[config.mk]
export PLATFORM = sky130hd
export DESIGN_NAME = alu_seq_unit
export DESIGN_NICKNAME = d
export VERILOG_FILES = /design/src/rtl/alu_seq_unit.sv
export SDC_FILE = /design/constraint.sdc
export NUM_CORES = 1
export LEC_CHECK = 0
export CELL_PAD_IN_SITES_DETAIL_PLACEMENT = 0
export CELL_PAD_IN_SITES_GLOBAL_PLACEMENT = 1
export CORE_MARGIN = 10
export CORE_UTILIZATION = 44
export CTS_BUF_LIST = sky130_fd_sc_hd__clkbuf_4 sky130_fd_sc_hd__clkbuf_8 sky130_fd_sc_hd__clkbuf_16
export CTS_CLUSTER_SIZE = 12
export DETAILED_ROUTE_END_ITERATION = 7
export PLACE_DENSITY_LB_ADDON = 0.1
export RECOVER_POWER = 100
export SYNTH_ARGS = -nofsm -noshare
export SYNTH_HDL_FRONTEND = slang
export SYNTH_SLANG_ARGS = --single-unit
[constraint.sdc]
create_clock -name clk -period 5.05 [get_ports clk]
set_clock_uncertainty 0.15 [all_clocks]
set_input_delay 1.01 -clock clk [delete_from_list [all_inputs] [get_ports clk]]
set_output_delay 1.01 -clock clk [all_outputs]
set_load 0.05 [all_outputs]
[src/rtl/alu_seq_unit.sv]
// rtl/alu_seq_unit.sv - registered ALU with aluop/funct decode and multi-cycle shift-add multiply
// Single-cycle ops complete in one edge; MULT holds ready_in low for WIDTH iterations.
module alu_seq_unit #(
  parameter int WIDTH   = 32,
  parameter bit MULT_EN = 1'b1
) (
  input  logic             clk,
  input  logic             rst,
  input  logic             valid_in,
  output logic             ready_in,
  input  logic [1:0]       aluop,
  input  logic [5:0]       funct,
  input  logic [WIDTH-1:0] a,
  input  logic [WIDTH-1:0] b,
  output logic [2:0]       select,
  output logic [WIDTH-1:0] result,
  output logic             zero,
  output logic             valid_out,
  output logic             illegal,
  output logic             busy
);

  localparam int CNT_W = $clog2(WIDTH) + 1;

  typedef enum logic [3:0] {
    OP_AND, OP_OR, OP_ADD, OP_XOR, OP_NOR, OP_MFHI, OP_MFLO, OP_SUB, OP_SLT, OP_MULT
  } op_e;

  typedef enum logic [0:0] {S_IDLE, S_MULT} state_e;

  state_e           state_q;
  logic [WIDTH-1:0] hi_q, lo_q;
  logic [WIDTH-1:0] result_q;
  logic             zero_q, valid_q, illegal_q;
  logic [WIDTH-1:0] mcand_q, acc_q, mq_q;
  logic [CNT_W-1:0] cnt_q;

  op_e              op_sel;
  logic             dec_illegal;
  logic [WIDTH-1:0] alu_res;
  logic             slt_bit;

  logic [WIDTH:0]     add_d;
  logic [2*WIDTH-1:0] prod_d;
  logic [WIDTH-1:0]   acc_d, mq_d;
  logic               last_iter;

  // Undefined functs fall back to add and raise dec_illegal.
  always_comb begin
    op_sel      = OP_ADD;
    dec_illegal = 1'b0;
    case (aluop)
      2'b00: op_sel = OP_ADD;
      2'b01: op_sel = OP_SUB;
      2'b11: op_sel = OP_OR;
      default: begin
        case (funct)
          6'b100000: op_sel = OP_ADD;
          6'b100010: op_sel = OP_SUB;
          6'b100100: op_sel = OP_AND;
          6'b100101: op_sel = OP_OR;
          6'b100110: op_sel = OP_XOR;
          6'b100111: op_sel = OP_NOR;
          6'b101010: op_sel = OP_SLT;
          6'b011000: if (MULT_EN) op_sel = OP_MULT; else dec_illegal = 1'b1;
          6'b010000: if (MULT_EN) op_sel = OP_MFHI; else dec_illegal = 1'b1;
          6'b010010: if (MULT_EN) op_sel = OP_MFLO; else dec_illegal = 1'b1;
          default:   dec_illegal = 1'b1;
        endcase
      end
    endcase
  end

  always_comb begin
    select = 3'b010;
    case (op_sel)
      OP_AND:  select = 3'b000;
      OP_OR:   select = 3'b001;
      OP_ADD:  select = 3'b010;
      OP_XOR:  select = 3'b011;
      OP_NOR:  select = 3'b100;
      OP_MFHI: select = 3'b101;
      OP_MFLO: select = 3'b101;
      OP_SUB:  select = 3'b110;
      OP_SLT:  select = 3'b111;
      default: select = 3'b010;
    endcase
  end

  assign slt_bit = ($signed(a) < $signed(b));

  always_comb begin
    alu_res = a + b;
    case (op_sel)
      OP_AND:  alu_res = a & b;
      OP_OR:   alu_res = a | b;
      OP_ADD:  alu_res = a + b;
      OP_XOR:  alu_res = a ^ b;
      OP_NOR:  alu_res = ~(a | b);
      OP_MFHI: alu_res = hi_q;
      OP_MFLO: alu_res = lo_q;
      OP_SUB:  alu_res = a - b;
      OP_SLT:  alu_res = {{(WIDTH-1){1'b0}}, slt_bit};
      default: alu_res = a + b;
    endcase
  end

  // One shift-add step: {acc, mq} holds the partial product, mq's low bit picks the addend.
  always_comb begin
    add_d     = {1'b0, acc_q} + (mq_q[0] ? {1'b0, mcand_q} : {(WIDTH+1){1'b0}});
    prod_d    = {add_d, mq_q[WIDTH-1:1]};
    acc_d     = prod_d[2*WIDTH-1:WIDTH];
    mq_d      = prod_d[WIDTH-1:0];
    last_iter = (cnt_q == CNT_W'(WIDTH - 1));
  end

  always_ff @(posedge clk) begin
    if (rst) begin
      state_q   <= S_IDLE;
      hi_q      <= '0;
      lo_q      <= '0;
      result_q  <= '0;
      zero_q    <= 1'b1;
      valid_q   <= 1'b0;
      illegal_q <= 1'b0;
      mcand_q   <= '0;
      acc_q     <= '0;
      mq_q      <= '0;
      cnt_q     <= '0;
    end else begin
      valid_q   <= 1'b0;
      illegal_q <= 1'b0;
      case (state_q)
        S_IDLE: begin
          if (valid_in) begin
            if (op_sel == OP_MULT) begin
              mcand_q <= a;
              mq_q    <= b;
              acc_q   <= '0;
              cnt_q   <= '0;
              state_q <= S_MULT;
            end else begin
              result_q  <= alu_res;
              zero_q    <= (alu_res == '0);
              valid_q   <= 1'b1;
              illegal_q <= dec_illegal;
            end
          end
        end
        S_MULT: begin
          acc_q <= acc_d;
          mq_q  <= mq_d;
          cnt_q <= cnt_q + 1'b1;
          if (last_iter) begin
            hi_q     <= acc_d;
            lo_q     <= mq_d;
            result_q <= mq_d;
            zero_q   <= (mq_d == '0);
            valid_q  <= 1'b1;
            state_q  <= S_IDLE;
          end
        end
        default: state_q <= S_IDLE;
      endcase
    end
  end

  assign ready_in  = (state_q == S_IDLE);
  assign busy      = (state_q == S_MULT);
  assign result    = result_q;
  assign zero      = zero_q;
  assign valid_out = valid_q;
  assign illegal   = illegal_q;

endmodule

; ---- After elaboration in Yosys (flattened, before gate mapping)
; Memories as Yosys holds them, arrays and structs flattened.
; Index checks and enable logic that the tools add are counted.
[totals]
ff_bits = 202
romBits = 48
input_bits = 75
output_inout_bits = 40
elab_cells = 88
memories = 1
[mem_list]
columns = name, words, width, read_ports, rd_clocked_by_memory_dff, write_ports, line_no
row1 = (no name shown), 16, 3, 1, 0, 0, 76  ; case (op_sel)
[op_classes]
n_addsub = 4
magnitude_cmp = 1
n_eq_ne = 25
mux = 30
bitwise_logic = 6
n_reduce_logical = 10
[op_table]
columns = op, n
row1 = two-way mux 32 bit, 8
row2 = case mux 32 bit (8 select lines), 1
row3 = case mux 32 bit (2 select lines), 3
row4 = logical NOT 32 bit, 2
row5 = "equality test 6 bit, second input constant", 7
row6 = case mux 4 bit (9 select lines), 1
row7 = adder 32 x 32 -> 33 bit, 1
row8 = adder 32 bit, 1
row9 = bitwise AND 32 bit, 1
row10 = less-than comparator 32 bit, 1
row11 = inverter 32 bit, 1
row12 = OR 32 bit, 1
row13 = subtractor 32 bit, 1
row14 = XOR 32 bit, 1
row15 = "equality test 6 x 5 -> 1 bit, second input constant", 4
row16 = "equality test 4 x 3 -> 1 bit, second input constant", 4
row17 = two-way mux 6 bit, 2
row18 = case mux 4 bit (3 select lines), 1
row19 = case mux 6 bit (2 select lines), 1
row20 = two-way mux 1 bit, 10
row21 = OR reduction 10 bit, 1
row22 = "equality test 4 bit, second input constant", 2
row23 = OR reduction 7 bit, 1
row24 = "adder 6 x 1 -> 6 bit, second input constant", 1
row25 = other kinds (12), 19

; ---- Logic depth before layout (Yosys ltp)
; Gate-level depths: netlist of the first run.
[logic_depth]
ltp_word = 9
mapped_depth = 15

; ---- Least setup slack after synthesis of the first run
; No wires, ideal clock.
[synth_timing]
path_type = input-to-reg
startpoint = in b[5]
endpoint = reg zero_q (netlist: zero)
setup_ps = 57
t_arrival_ps = 3969
required_ps = 4843
path_slack_ps = 873
path_stages = 14
n_path_buf = 1
cell_sequence = inv_1 ha_1 buf_4 nor2b_2 or4_1 o211a_1 a211oi_4 o21ai_1 and3_1 or4_4 a2111oi_2 nand4_1 nor4_2 a21o_1
[synth_via]
elab_chain_len = 7
[synth_rtl]
columns = element, line_no
row1 = "start, declared", 14  ; input logic [WIDTH-1:0] b,
row2 = "parallel branches: the longest is 2 deep, another holds adder 32 bit", --
row3 = case mux 32 bit (8 select lines) (*), 94  ; case (op_sel)
row4 = logical NOT 32 bit (*), 144  ; zero_q <= (alu_res == '0);
row5 = two-way mux 1 bit (*), 136  ; if (op_sel == OP_MULT) begin
row6 = two-way mux 1 bit (*), 135  ; if (valid_in) begin
row7 = case mux 1 bit (2 select lines) (*), 133  ; case (state_q)
row8 = "end signal, assigned", 144
row9 = "end signal, assigned", 158  ; zero_q <= (mq_d == '0);
row10 = "end, declared", 34  ; logic zero_q, valid_q, illegal_q;
; Mark *: on every way between the ends. The select of a mux whose other input is x is not followed.
; A chain may end at the register's enable or synchronous reset.

; ---- Worst setup path in the final report of the first run
[layout_timing]
startpoint = in a[0]
endpoint = reg zero_q (netlist: zero)
[layout_via]
elab_chain_len = 7
[layout_rtl]
columns = element, line_no
row1 = "start, declared", 13  ; input logic [WIDTH-1:0] a,
row2 = "parallel branches: the longest is 2 deep, another holds adder 32 bit", --
row3 = case mux 32 bit (8 select lines) (*), 94
row4 = logical NOT 32 bit (*), 144
row5 = two-way mux 1 bit (*), 136
row6 = two-way mux 1 bit (*), 135
row7 = case mux 1 bit (2 select lines) (*), 133
; Marks and branches as above.

==> metrics.md, run 1 <==
| Metric | Value |
|---|---|
| Result of the run | complete, no violations |
| Leading cell types by count after synthesis | 369 x nand2_1, 247 x a21oi_1, 202 x dfxtp_1 |
| Number of cells on the worst hold path | 2 |
| Die Y-Extent | 209.3 um |
| First-pass GRT wire length | around 110 mm |
| Most frequent cell after synthesis | nand2_1 |
| Via count of the routed design | 18261 |
| Floorplan Core Area | 0.03548 sq mm |
| Count of antenna diodes in the layout | 0 |
| Hold Slack | 0.2978 ns |
| Num ports | 115 |
| Launch instance of the worst min-delay path | mcand_q[7] |
| Drt first pass iters | 7 |
| Number of hold-slack violations in the final timing report | 0 |
| Post-Route Setup TNS | 0 ns |
| Final critical-path required period | 5.026 ns |
| Cell type with the largest total area after synthesis | dfxtp_1 |
| Crit. End Element | flop |
| DRC violation count after routing | 0 |
| Max-cap viol count | 0 |
| Number of synthesized register bits | 202 |
| Filler Cell Count | roughly 3500 |
| TritonCTS clock tree | built |
| Total global routing track utilization | 31.86% |
| Synthesized area divided by synthesized cell count | 7.252 sq um |
| Predominant post-synthesis flop cell | dfxtp_1 |
| Buffer levels on the longest clock path | 3 |
| Largest cells by area after synthesis | dfxtp_1 26%, ha_1 10%, nand2_1 8.8%, a21oi_1 7.8%, nor2_1 3.5% |
| Tcrit/Tclk final | 99.52% |
| Number of distinct standard cells referenced by the synthesized netlist | 90 |
| Count of flip-flops with a built-in enable after synthesis | 0 |
| Hold Crit Endpoint | mcand_q[7] |
| Max Slew Vio Count | 0 |
| Vias in the first global route | 17127 |
| Horizontal die dimension | 209.3 um |
| Post-CTS repair timing setup buffer count | 0 |
| Share of synthesized flip-flops with an asynchronous set or reset | 0% |
| HP Class | reg -> reg |
| Post-synthesis instance area | 0.01577 sq mm |
| Syn-to-layout area delta | 26.26% |
| Share of the core filled with cells in the final layout | 56.10% |
| CP max FO | 4 |
| Post-detail-place hpwl | 57.41 mm |
| Clock-pin slew on the worst setup and hold paths | 0.06 ns |
| Clock buffer count from CTS | 23 |
| Critical Setup Path Class | in -> reg |
| Routed wire per std cell | 25.13 um |
| Clock Latency Late Sink | 0.54 ns |
| Total number of yosys warnings | 0 |
| CP arrival | about 5.4 ns |
| Capture instance of the worst register-to-register path | acc_q[30] |
| ANT nets after route | 0 |
| Cell Rows | 69 |
| IR Drop Worst-Case VDD | 0.0002898 V |
| Sequential share of the synthesized area | 25.65% |
| Port bufs | about 110 |
| Cell Pwr Density | 240.8 mW/mm^2 |
| Starting utilization of the core area | 44.43% |
| Detailed-route vias per instance | 6.226 |
| Startpoint type of the worst setup path | input pin |
| Fraction of synthesized cell area taken by the top area cell type | 25.65% |
| Static Leak | 8.402 nW |
| Wire length after detailed routing | 73.69 mm |
| Net Count, Synth | 2381 |
| Post-cts hold buffer count | 0 |
| Final Net Count | around 2700 |
| Clk sink count | approximately 200 |
| Area enclosed by the die boundary | 0.04380 sq mm |
| Actual slew at the worst max-slew pin | around 1.2 ns |
| Required time at the endpoint of the critical path | between 5 and 6 ns |
| Routability Congestion | roughly 1.1 |
| Tightest slew margin relative to the limit | 22.96% |
| Clk root buf | clkbuf_16 |
| Initial DRC count | 2246 |
| Htree depth | 1 |
| Number of standard cells after synthesis | 2174 |
| Register-to-register setup slack | 0.75 ns |
| Cell depth of the worst flop-to-flop path | 13 |
| Total congestion overflow after global routing | 0 |
| Pin count of the biggest net entering global routing | 96 |
| Layout cells sized above 1 | about 15% |
| Initial antenna violation count | 2 |
| Highest attainable clock frequency | 199.0 MHz |
| Worst r2r src | mq_q[0] |
| Final setup vio count | 0 |
-- repair_timing --
| action | in CTS | in global routing |
|---|---|---|
| gates resized for setup | 1 | 2 |
| setup endpoints to repair | 1 | 2 |
| endpoints found under the hold margin | 0 | 0 |
-- sequential cells by signal, indices dropped and copies added (netlist names) --
signal,cells
zero,1
valid_out,1
result,32
illegal,1
cnt_q,6
mcand_q,32
lo_q,32
acc_q,32
hi_q,32
busy,1
mq_q,32
-- report_power, final --
group	internal [mW]	leakage [nW]	switching (mW)
Combinational	0.571	6.39	0.846
Clock	1.05	0.381	0.692
Sequential	1.62	1.63	0.0146
-- cell families after synthesis --
kind of cell,share of synthesized area [%]
AND/OR/NAND/NOR,24.97
AO/OA/AOI/OAI,29.02
buffers and inverters,6.230
flip-flops,25.65
adder cells (fa/ha/maj),10.62
XOR/XNOR,2.500
multiplexers,1.008
-- final cells by class --
class | count | area [sq um] | share of cell area, %
multi-input cells | 1717 | 10760 | 54.03
clock buffers | 31 | 648.1 | 3.256
inverters | 105 | 395.4 | 1.986
clock inverters | 7 | 120.1 | 0.6034
repair buffers | 410 | 3367 | 16.91
flip-flops and latches | 202 | 4044 | 20.31
well taps | 461 | 576.8 | 2.898
-- how the worst max path moves through the flow --
stage               start  endpoint  depth (start not counted)
finish               a[0]      zero                         16
global route         a[0]      zero                         16
CTS                  a[0]      zero                         16
detailed placement  a[10]      zero                         15
global placement    a[10]      zero                         15
floorplan            b[5]      zero                         14
-- routing by layer --
layer	wire (um)	track usage, %
met5	0	0
met4	2829	10.89
met3	8827	8.552
met2	30060	45.82
met1	31970	44.66
-- critical path, stage by stage --
cell,delay (ns)
clkdlybuf4s50_1,0.45
ha_1,0.26
fa_1,0.43
a211oi_1,0.25
buf_4,0.16
o211ai_1,0.23
a31o_2,0.35
a31o_2,0.30
buf_4,0.15
nand2_1,0.07
nor3b_1,0.20
o32ai_1,0.22
nor4_2,0.47
nand4_1,0.30
nor4_2,0.35
a21o_1,0.14
-- cell usage in the layout, fill, tap and decap left out, types with 22 or more instances in the layout --
cell type / n
clkbuf_16: 23
nor2b_1: 24
nand4_1: 23
nand2b_1: 31
nor2_1: 145
a21o_1: 26
nand3_1: 54
a211oi_1: 31
o21ai_0: 101
o211ai_1: 29
a22oi_1: 22
buf_4: 275
a21oi_1: 247
ha_1: 129
a311oi_1: 23
and2_1: 40
nand2_1: 369
nor3_1: 42
clkdlybuf4s50_1: 70
inv_1: 104
dlygate4sd3_1: 40
xnor2_1: 30
a221oi_1: 22
dfxtp_1: 202
-- per-stage QoR --
stage | cells | area (sq um) | power (mW) | worst slack [ns]
floorplan | 2174 | 15770 | 2.363 | 0.8735
global placement | 2895 | 19220 | 3.047 | -0.6251
detailed placement | 2895 | 19220 | 3.046 | -0.6035
CTS | 2933 | 20000 | 4.779 | 0.04196
global route | 2933 | 19910 | 4.948 | -0.006945
finish | 2933 | 19910 | 4.794 | 0.02407
(Power assumes the default switching activity.)
==> run 2, diff against run 1 <==
--- a/config.mk
+++ b/config.mk
@@ -8,7 +8,7 @@
 export CELL_PAD_IN_SITES_DETAIL_PLACEMENT = 0
 export CELL_PAD_IN_SITES_GLOBAL_PLACEMENT = 1
 export CORE_MARGIN = 10
-export CORE_UTILIZATION = 44
+export CORE_UTILIZATION = 40
 export CTS_BUF_LIST = sky130_fd_sc_hd__clkbuf_4 sky130_fd_sc_hd__clkbuf_8 sky130_fd_sc_hd__clkbuf_16
 export CTS_CLUSTER_SIZE = 12
 export DETAILED_ROUTE_END_ITERATION = 7
==> run 2 against run 1 <==
Effect of this change: the run now ends with capacitance limit, slew limit left; register-to-register slack got worse by 0.38 ns; clock power down 4%; die area rose by 9.0%; cell area increased by 0.33%; sequential share of layout area fell by 0.067 points; critical path type unchanged; non-clock buffer count grew 2.
==> metrics.md, run 2 (synthesis gave the netlist of run 1 again) <==
| Metric | Value |
|---|---|
| HP Class | reg -> reg |
| Cell Pwr Density | 236.2 mW/mm^2 (-1.9%) |
| Port bufs | 114 (unchanged) |
| Starting utilization of the core area | 40.61% (-3.8 points) |
| Actual slew at the worst max-slew pin | 1.673 ns (+0.5178 ns) |
| Commonest non-fill, non-tap cell in the layout | nand2_1 |
| Worst r2r src | busy |
| CP arrival | 5.28 ns (-0.09 ns) |
| TritonCTS clock tree | built |
| Cell Rows | 72 (+4.3%) |
| Post-Route Setup TNS | 0 ns (unchanged) |
| Post-detail-place hpwl | 58.04 mm (+1.1%) |
| Via count of the routed design | 18015 (-1.3%) |
| Final critical-path required period | 4.983 ns (-0.04260 ns) |
| Number of hold-slack violations in the final timing report | 0 (unchanged) |
| IR Drop Worst-Case VDD | 0.0003020 V (+4.2%) |
| Filler Cell Count | 3963 (+13%) |
| Layout cells sized above 1 | 14.73% (-0.20 points) |
| Count of antenna diodes in the layout | 0 (unchanged) |
| Register-to-register setup slack | 0.37 ns (-0.38 ns) |
| Seq. cell area | 0.004044 sq mm (unchanged) |
| Clk sink count | 202 (unchanged) |
| Post-cts hold buffer count | 0 (unchanged) |
| DRC violation count after routing | 0 (unchanged) |
| Syn-to-layout area delta | 26.68% |
| Buffer levels on the longest clock path | 3 (unchanged) |
| RSZ-0062 raised after global routing | false |
| Htree depth | 1 (unchanged) |
| Tightest slew margin relative to the limit | -11.56% (-35 points) |
| Startpoint type of the worst setup path | input pin |
| Die Y-Extent | 218.5 um (+4.4%) |
| Crit. End Element | flop |
| Cell depth of the worst flop-to-flop path | 8 (-5) |
| Area enclosed by the die boundary | 0.04776 sq mm (+9.0%) |
| Launch instance of the worst min-delay path | mcand_q[5] |
| Initial DRC count | 2226 (-0.89%) |
| Routed wire per std cell | 24.98 um (-0.58%) |
| Highest attainable clock frequency | 200.7 MHz (+0.85%) |
| Number of cells on the worst hold path | 2 (unchanged) |
| Area of the multi-input gates | 0.01076 sq mm (about the same) |
| Wire length after detailed routing | 74.67 mm (+1.3%) |
| Commonest non-fill, non-tap cells in the layout | 369 x nand2_1, 272 x buf_4, 247 x a21oi_1 |
| Share of the core filled with cells in the final layout | 51.44% (-4.7 points) |
| # resized after CTS | 1 (unchanged) |
| Pin count of the biggest net entering global routing | 97 (+1.0%) |
| Routability Congestion | 1.022 (-4.8%) |
| Required time at the endpoint of the critical path | 5.35 ns (-0.04 ns) |
| Result of the run | finished with violations |
| Total congestion overflow after global routing | 0 (unchanged) |
| Clock buffer count from CTS | 23 (unchanged) |
| Final setup vio count | 0 (unchanged) |
| Clk root buf | clkbuf_16 |
| Max-cap viol count | 1 (+1) |
| Tcrit/Tclk final | 98.68% (-0.84 points) |
| Post-CTS repair timing setup buffer count | 0 (unchanged) |
| Max Slew Vio Count | 40 (+40) |
| ANT nets after route | 0 (unchanged) |
| Floorplan Core Area | 0.03883 sq mm (+9.4%) |
| Hold Crit Endpoint | mcand_q[5] |
| Horizontal die dimension | 218.5 um (+4.4%) |
| Static Leak | 8.378 nW (-0.28%) |
| Failing checks | capacitance limit, slew limit |
| CP max FO | 4 (unchanged) |
| Drt first pass iters | 5 (-2) |
| Cell Area, Placed | 0.01935 sq mm (+0.64%) |
| Clock-pin slew on the worst setup and hold paths | 0.06 ns (about the same) |
| Setup slack after placement | -0.5676 ns (+0.03585 ns) |
| Critical Setup Path Class | in -> reg |
| First-pass GRT wire length | 109.7 mm (+1.2%) |
| Final Net Count | 2668 (+0.075%) |
| Vias in the first global route | 16919 (-1.2%) |
| Initial antenna violation count | 1 (-1) |
| Total global routing track utilization | 30.01% (-1.8 points) |
| Final Cell Area | 0.01997 sq mm (+0.33%) |
| Clock Latency Late Sink | 0.52 ns (-0.02 ns) |
| Capture instance of the worst register-to-register path | result[16] |
| Detailed-route vias per instance | 6.027 (-3.2%) |
| Num ports | 115 (unchanged) |
| Post-route worst setup slack | 0.06667 ns (+0.04260 ns) |
==> run 2: cell type report <==
type	instances	area share, %
Clock inverter	4	0.3633
Multi-Input combinational cell	1717	53.86
Timing Repair Buffer	412	17.00
Sequential cell	202	20.25
Tap cell	518	3.245
Clock buffer	31	3.308
Inverter	105	1.973
==> run 2: how the worst max path moves through the flow <==
stage	startpoint	endpoint	slack [ns]	cells past startpoint
final	a[6]	result[17]	0.07	16
after global routing	a[18]	zero	0.04	15
after CTS	a[6]	result[17]	0.17	16
after detailed placement	a[6]	zero	-0.57	16
after global placement	a[6]	result[17]	-0.62	16
after floorplan	b[5]	zero	0.87	14
==> run 2: power breakdown <==
part           switching (mW)  internal, mW
clock                   0.665          1.01
combinational           0.843         0.568
sequential             0.0150          1.62
==> run 2: critical path, stage by stage <==
cell,delay (ns)
clkdlybuf4s50_1,0.68
inv_1,0.09
ha_1,0.31
nor2b_1,0.05
or4_1,0.43
o211a_1,0.31
a2111oi_1,0.71
buf_4,0.24
o21ai_0,0.12
xnor2_1,0.17
o2111ai_1,0.31
nand2_1,0.15
o211ai_1,0.33
buf_4,0.19
o21ai_0,0.07
nor2_1,0.10
==> run 2: through the flow <==
step | power [mW] | hold WS, ns | std cells
after global placement | 3.062 | 0.2844 | 2954
final | 4.717 | 0.2960 | 2989
after floorplan | 2.363 | 0.2773 | 2174
after global routing | 4.870 | 0.3134 | 2989
after detailed placement | 3.052 | 0.2905 | 2954
after CTS | 4.717 | 0.2971 | 2989
==> run 2: metal layers <==
metal,GRT usage [%],routed length (um)
met1,44.08,33810
met2,43.67,31020
met3,4.669,7603
met4,9.165,2234
met5,0,0
==> run 3, diff against run 2 <==
--- a/config.mk
+++ b/config.mk
@@ -12,6 +12,8 @@
 export CTS_BUF_LIST = sky130_fd_sc_hd__clkbuf_4 sky130_fd_sc_hd__clkbuf_8 sky130_fd_sc_hd__clkbuf_16
 export CTS_CLUSTER_SIZE = 12
 export DETAILED_ROUTE_END_ITERATION = 7
+export GPL_ROUTABILITY_DRIVEN = 0
+export HOLD_SLACK_MARGIN = 0.06
 export PLACE_DENSITY_LB_ADDON = 0.1
 export RECOVER_POWER = 100
 export SYNTH_ARGS = -nofsm -noshare
==> run 3 against run 2 <==
Effect of this change: largest power group unchanged; critical endpoint is now result[13]; critical path type unchanged; the flow finishes with violations (DRC, capacitance limit, slew limit); global-route usage down 1.5 points; maximum frequency up 3.7%; combinational power fell by 6%; highest routed layer unchanged; wire length shrank 4.9%.
==> metrics.md, run 3 (synthesis gave the netlist of run 1 again) <==
| Metric | Value |
|---|---|
| Result of the run | finished with violations |
| Failing checks | DRC, capacitance limit, slew limit |
| Share of the core filled with cells in the final layout | 50.20% (-1.2 points) |
| Clock Latency Late Sink | 0.55 ns (+0.03 ns) |
| Placed Instances | 2881 (-2.5%) |
| Final critical-path required period | 4.807 ns (-0.1765 ns) |
| Total congestion overflow after global routing | 0 (unchanged) |
| Net switching power of the design | 1.568 mW (+2.9%) |
| Layout cells sized above 1 | 12.46% (-2.3 points) |
| ANT nets after route | 0 (unchanged) |
| IR Drop Worst-Case VDD | 0.0002970 V (-1.7%) |
| Switching part of the total power | 32.76% (+0.46 points) |
| Horizontal die dimension | 218.5 um (unchanged) |
| Via count of the routed design | 17713 (-1.7%) |
| Vias in the first global route | 16590 (-1.9%) |
| Detailed-route vias per instance | 6.052 (+0.41%) |
| Clk root buf | clkbuf_16 |
| Port bufs | 114 (unchanged) |
| Actual slew at the worst max-slew pin | 2.157 ns (+0.4836 ns) |
| Fin cells | 2927 (-2.1%) |
| Clk network pwr share | 38.2% (+2.8 points) |
| Sequential share of power | 34.2% (-0.4 points) |
| Clk sink count | 202 (unchanged) |
| Starting utilization of the core area | 40.61% (unchanged) |
| CP arrival | 5.06 ns (-0.22 ns) |
| Htree depth | 1 (unchanged) |
| Floorplan Core Area | 0.03883 sq mm (unchanged) |
| Cell Rows | 72 (unchanged) |
| Drt first pass iters | 8 (+3) |
| Routed wire per std cell | 24.27 um (-2.9%) |
| Required time at the endpoint of the critical path | 5.30 ns (-0.05 ns) |
| Max-cap viol count | 1 (unchanged) |
| Final Net Count | 2597 (-2.7%) |
| Final Cell Area | 0.01949 sq mm (-2.4%) |
| Total global routing track utilization | 28.49% (-1.5 points) |
| Commonest non-fill, non-tap cells in the layout | 369 x nand2_1, 247 x a21oi_1, 205 x buf_4 |
| Final setup vio count | 0 (unchanged) |
| Syn-to-layout area delta | 23.63% |
| TritonCTS clock tree | built |
| Clock-pin slew on the worst setup and hold paths | 0.06 ns (about the same) |
| Share of power burned in combinational logic | 27.6% (-2.3 points) |
| Cell Pwr Density | 245.5 mW/mm^2 (+4.0%) |
| Num ports | 115 (unchanged) |
| Filler Cell Count | 3924 (-0.98%) |
| DRC violation count after routing | 7 (+7) |
| Buffer levels on the longest clock path | 3 (unchanged) |
| Die Y-Extent | 218.5 um (unchanged) |
| Initial DRC count | 2054 (-7.7%) |
| Wire length after detailed routing | 71.03 mm (-4.9%) |
| Tcrit/Tclk final | 95.19% (-3.5 points) |
| Startpoint type of the worst setup path | input pin |
| Post-detail-place hpwl | 54.63 mm (-5.9%) |
| Static Leak | 8.066 nW (-3.7%) |
| Cell Area, Placed | 0.01874 sq mm (-3.2%) |
| First-pass GRT wire length | 105.1 mm (-4.2%) |
| Max Slew Vio Count | 45 (+13%) |
| Area enclosed by the die boundary | 0.04776 sq mm (unchanged) |
| Number of hold-slack violations in the final timing report | 0 (unchanged) |
| Pin count of the biggest net entering global routing | 68 (-30%) |
| Crit. End Element | flop |
| RSZ-0062 raised after global routing | false |
| Highest attainable clock frequency | 208.0 MHz (+3.7%) |
| Critical Setup Path Class | in -> reg |
| HP Class | reg -> reg |
| Post-cts hold buffer count | 0 (unchanged) |
| Initial antenna violation count | 3 (+2) |
| Commonest non-fill, non-tap cell in the layout | nand2_1 |
| Internal power | 3.218 mW (+0.77%) |
| Clock buffer count from CTS | 25 (+8.7%) |
| Tightest slew margin relative to the limit | -43.80% (-32 points) |
| CP max FO | 30 (+26) |
## run 3: area by class of cell
class | count | area [sq um] | area share, %
multi-input combinational | 1717 | 10750 | 55.17
clock buffer | 36 | 752.0 | 3.858
timing repair buffer | 339 | 2810 | 14.42
sequential | 202 | 4044 | 20.75
clock inverter | 9 | 85.08 | 0.4365
antenna | 1 | 2.502 | 0.01284
tap | 518 | 648.1 | 3.325
inverter | 105 | 395.4 | 2.029
## run 3: worst paths after layout
check	startpoint	cells past startpoint	end	slack, ns
worst min-delay path	mcand_q[27]	2	mcand_q[27]	0.30
worst max register to register	mq_q[0]	15	acc_q[30]	0.63
worst min register to register	mcand_q[27]	2	mcand_q[27]	0.30
worst max-delay path	funct[2]	13	result[13]	0.24
## run 3: power by group through the flow
stage          Clock (mW)  Sequential (mW)  Combinational [mW]
3_5_place_dp            0             1.67                1.29
3_3_place_gp            0             1.67                1.29
6_report             1.83             1.64                1.32
4_1_cts              1.86             1.64                1.30
2_1_floorplan           0             1.75               0.610
5_1_grt              1.92             1.64                1.39
## run 3: metal layers
layer,GRT usage [%],vias up,wire (um)
met5,0,-,0
met4,9.327,0,2452
li1,-,8273,-
met1,40.98,8376,31670
met2,41.13,928,29170
met3,5.912,136,7730
## run 3: stage by stage
| step | hold slack [ns] | worst slack (ns) | total power [mW] | setup TNS (ns) |
|---|---|---|---|---|
| floorplan | 0.2773 | 0.8735 | 2.363 | 0 |
| global placement | 0.2830 | -0.2173 | 2.961 | -0.7082 |
| detailed placement | 0.2901 | -0.1701 | 2.960 | -0.3950 |
| CTS | 0.3002 | 0.3374 | 4.791 | 0 |
| global route | 0.3129 | 0.06493 | 4.939 | 0 |
| finish | 0.2995 | 0.2431 | 4.785 | 0 |
## run 3: worst max-delay path, cell delays in order
cell and delay, ns:
dlygate4sd3_1 0.64, clkbuf_1 0.33, or4b_2 0.21, o22ai_1 0.10, buf_4 0.25, and3_1 0.25, or3b_2 0.54, nand2_1 0.13
clkbuf_2 0.68, o311ai_0 0.50, buf_4 0.28, o21ai_0 0.07, nor2_1 0.06
## run 3: what timing repair did
| item | 4_1_cts | 5_1_grt |
|---|---|---|
| endpoints found under the setup margin | 0 | 1 |
| gates resized for setup | 0 | 1 |
| hold endpoints to repair | 0 | 0 |
| buffers inserted | 0 | 0 |
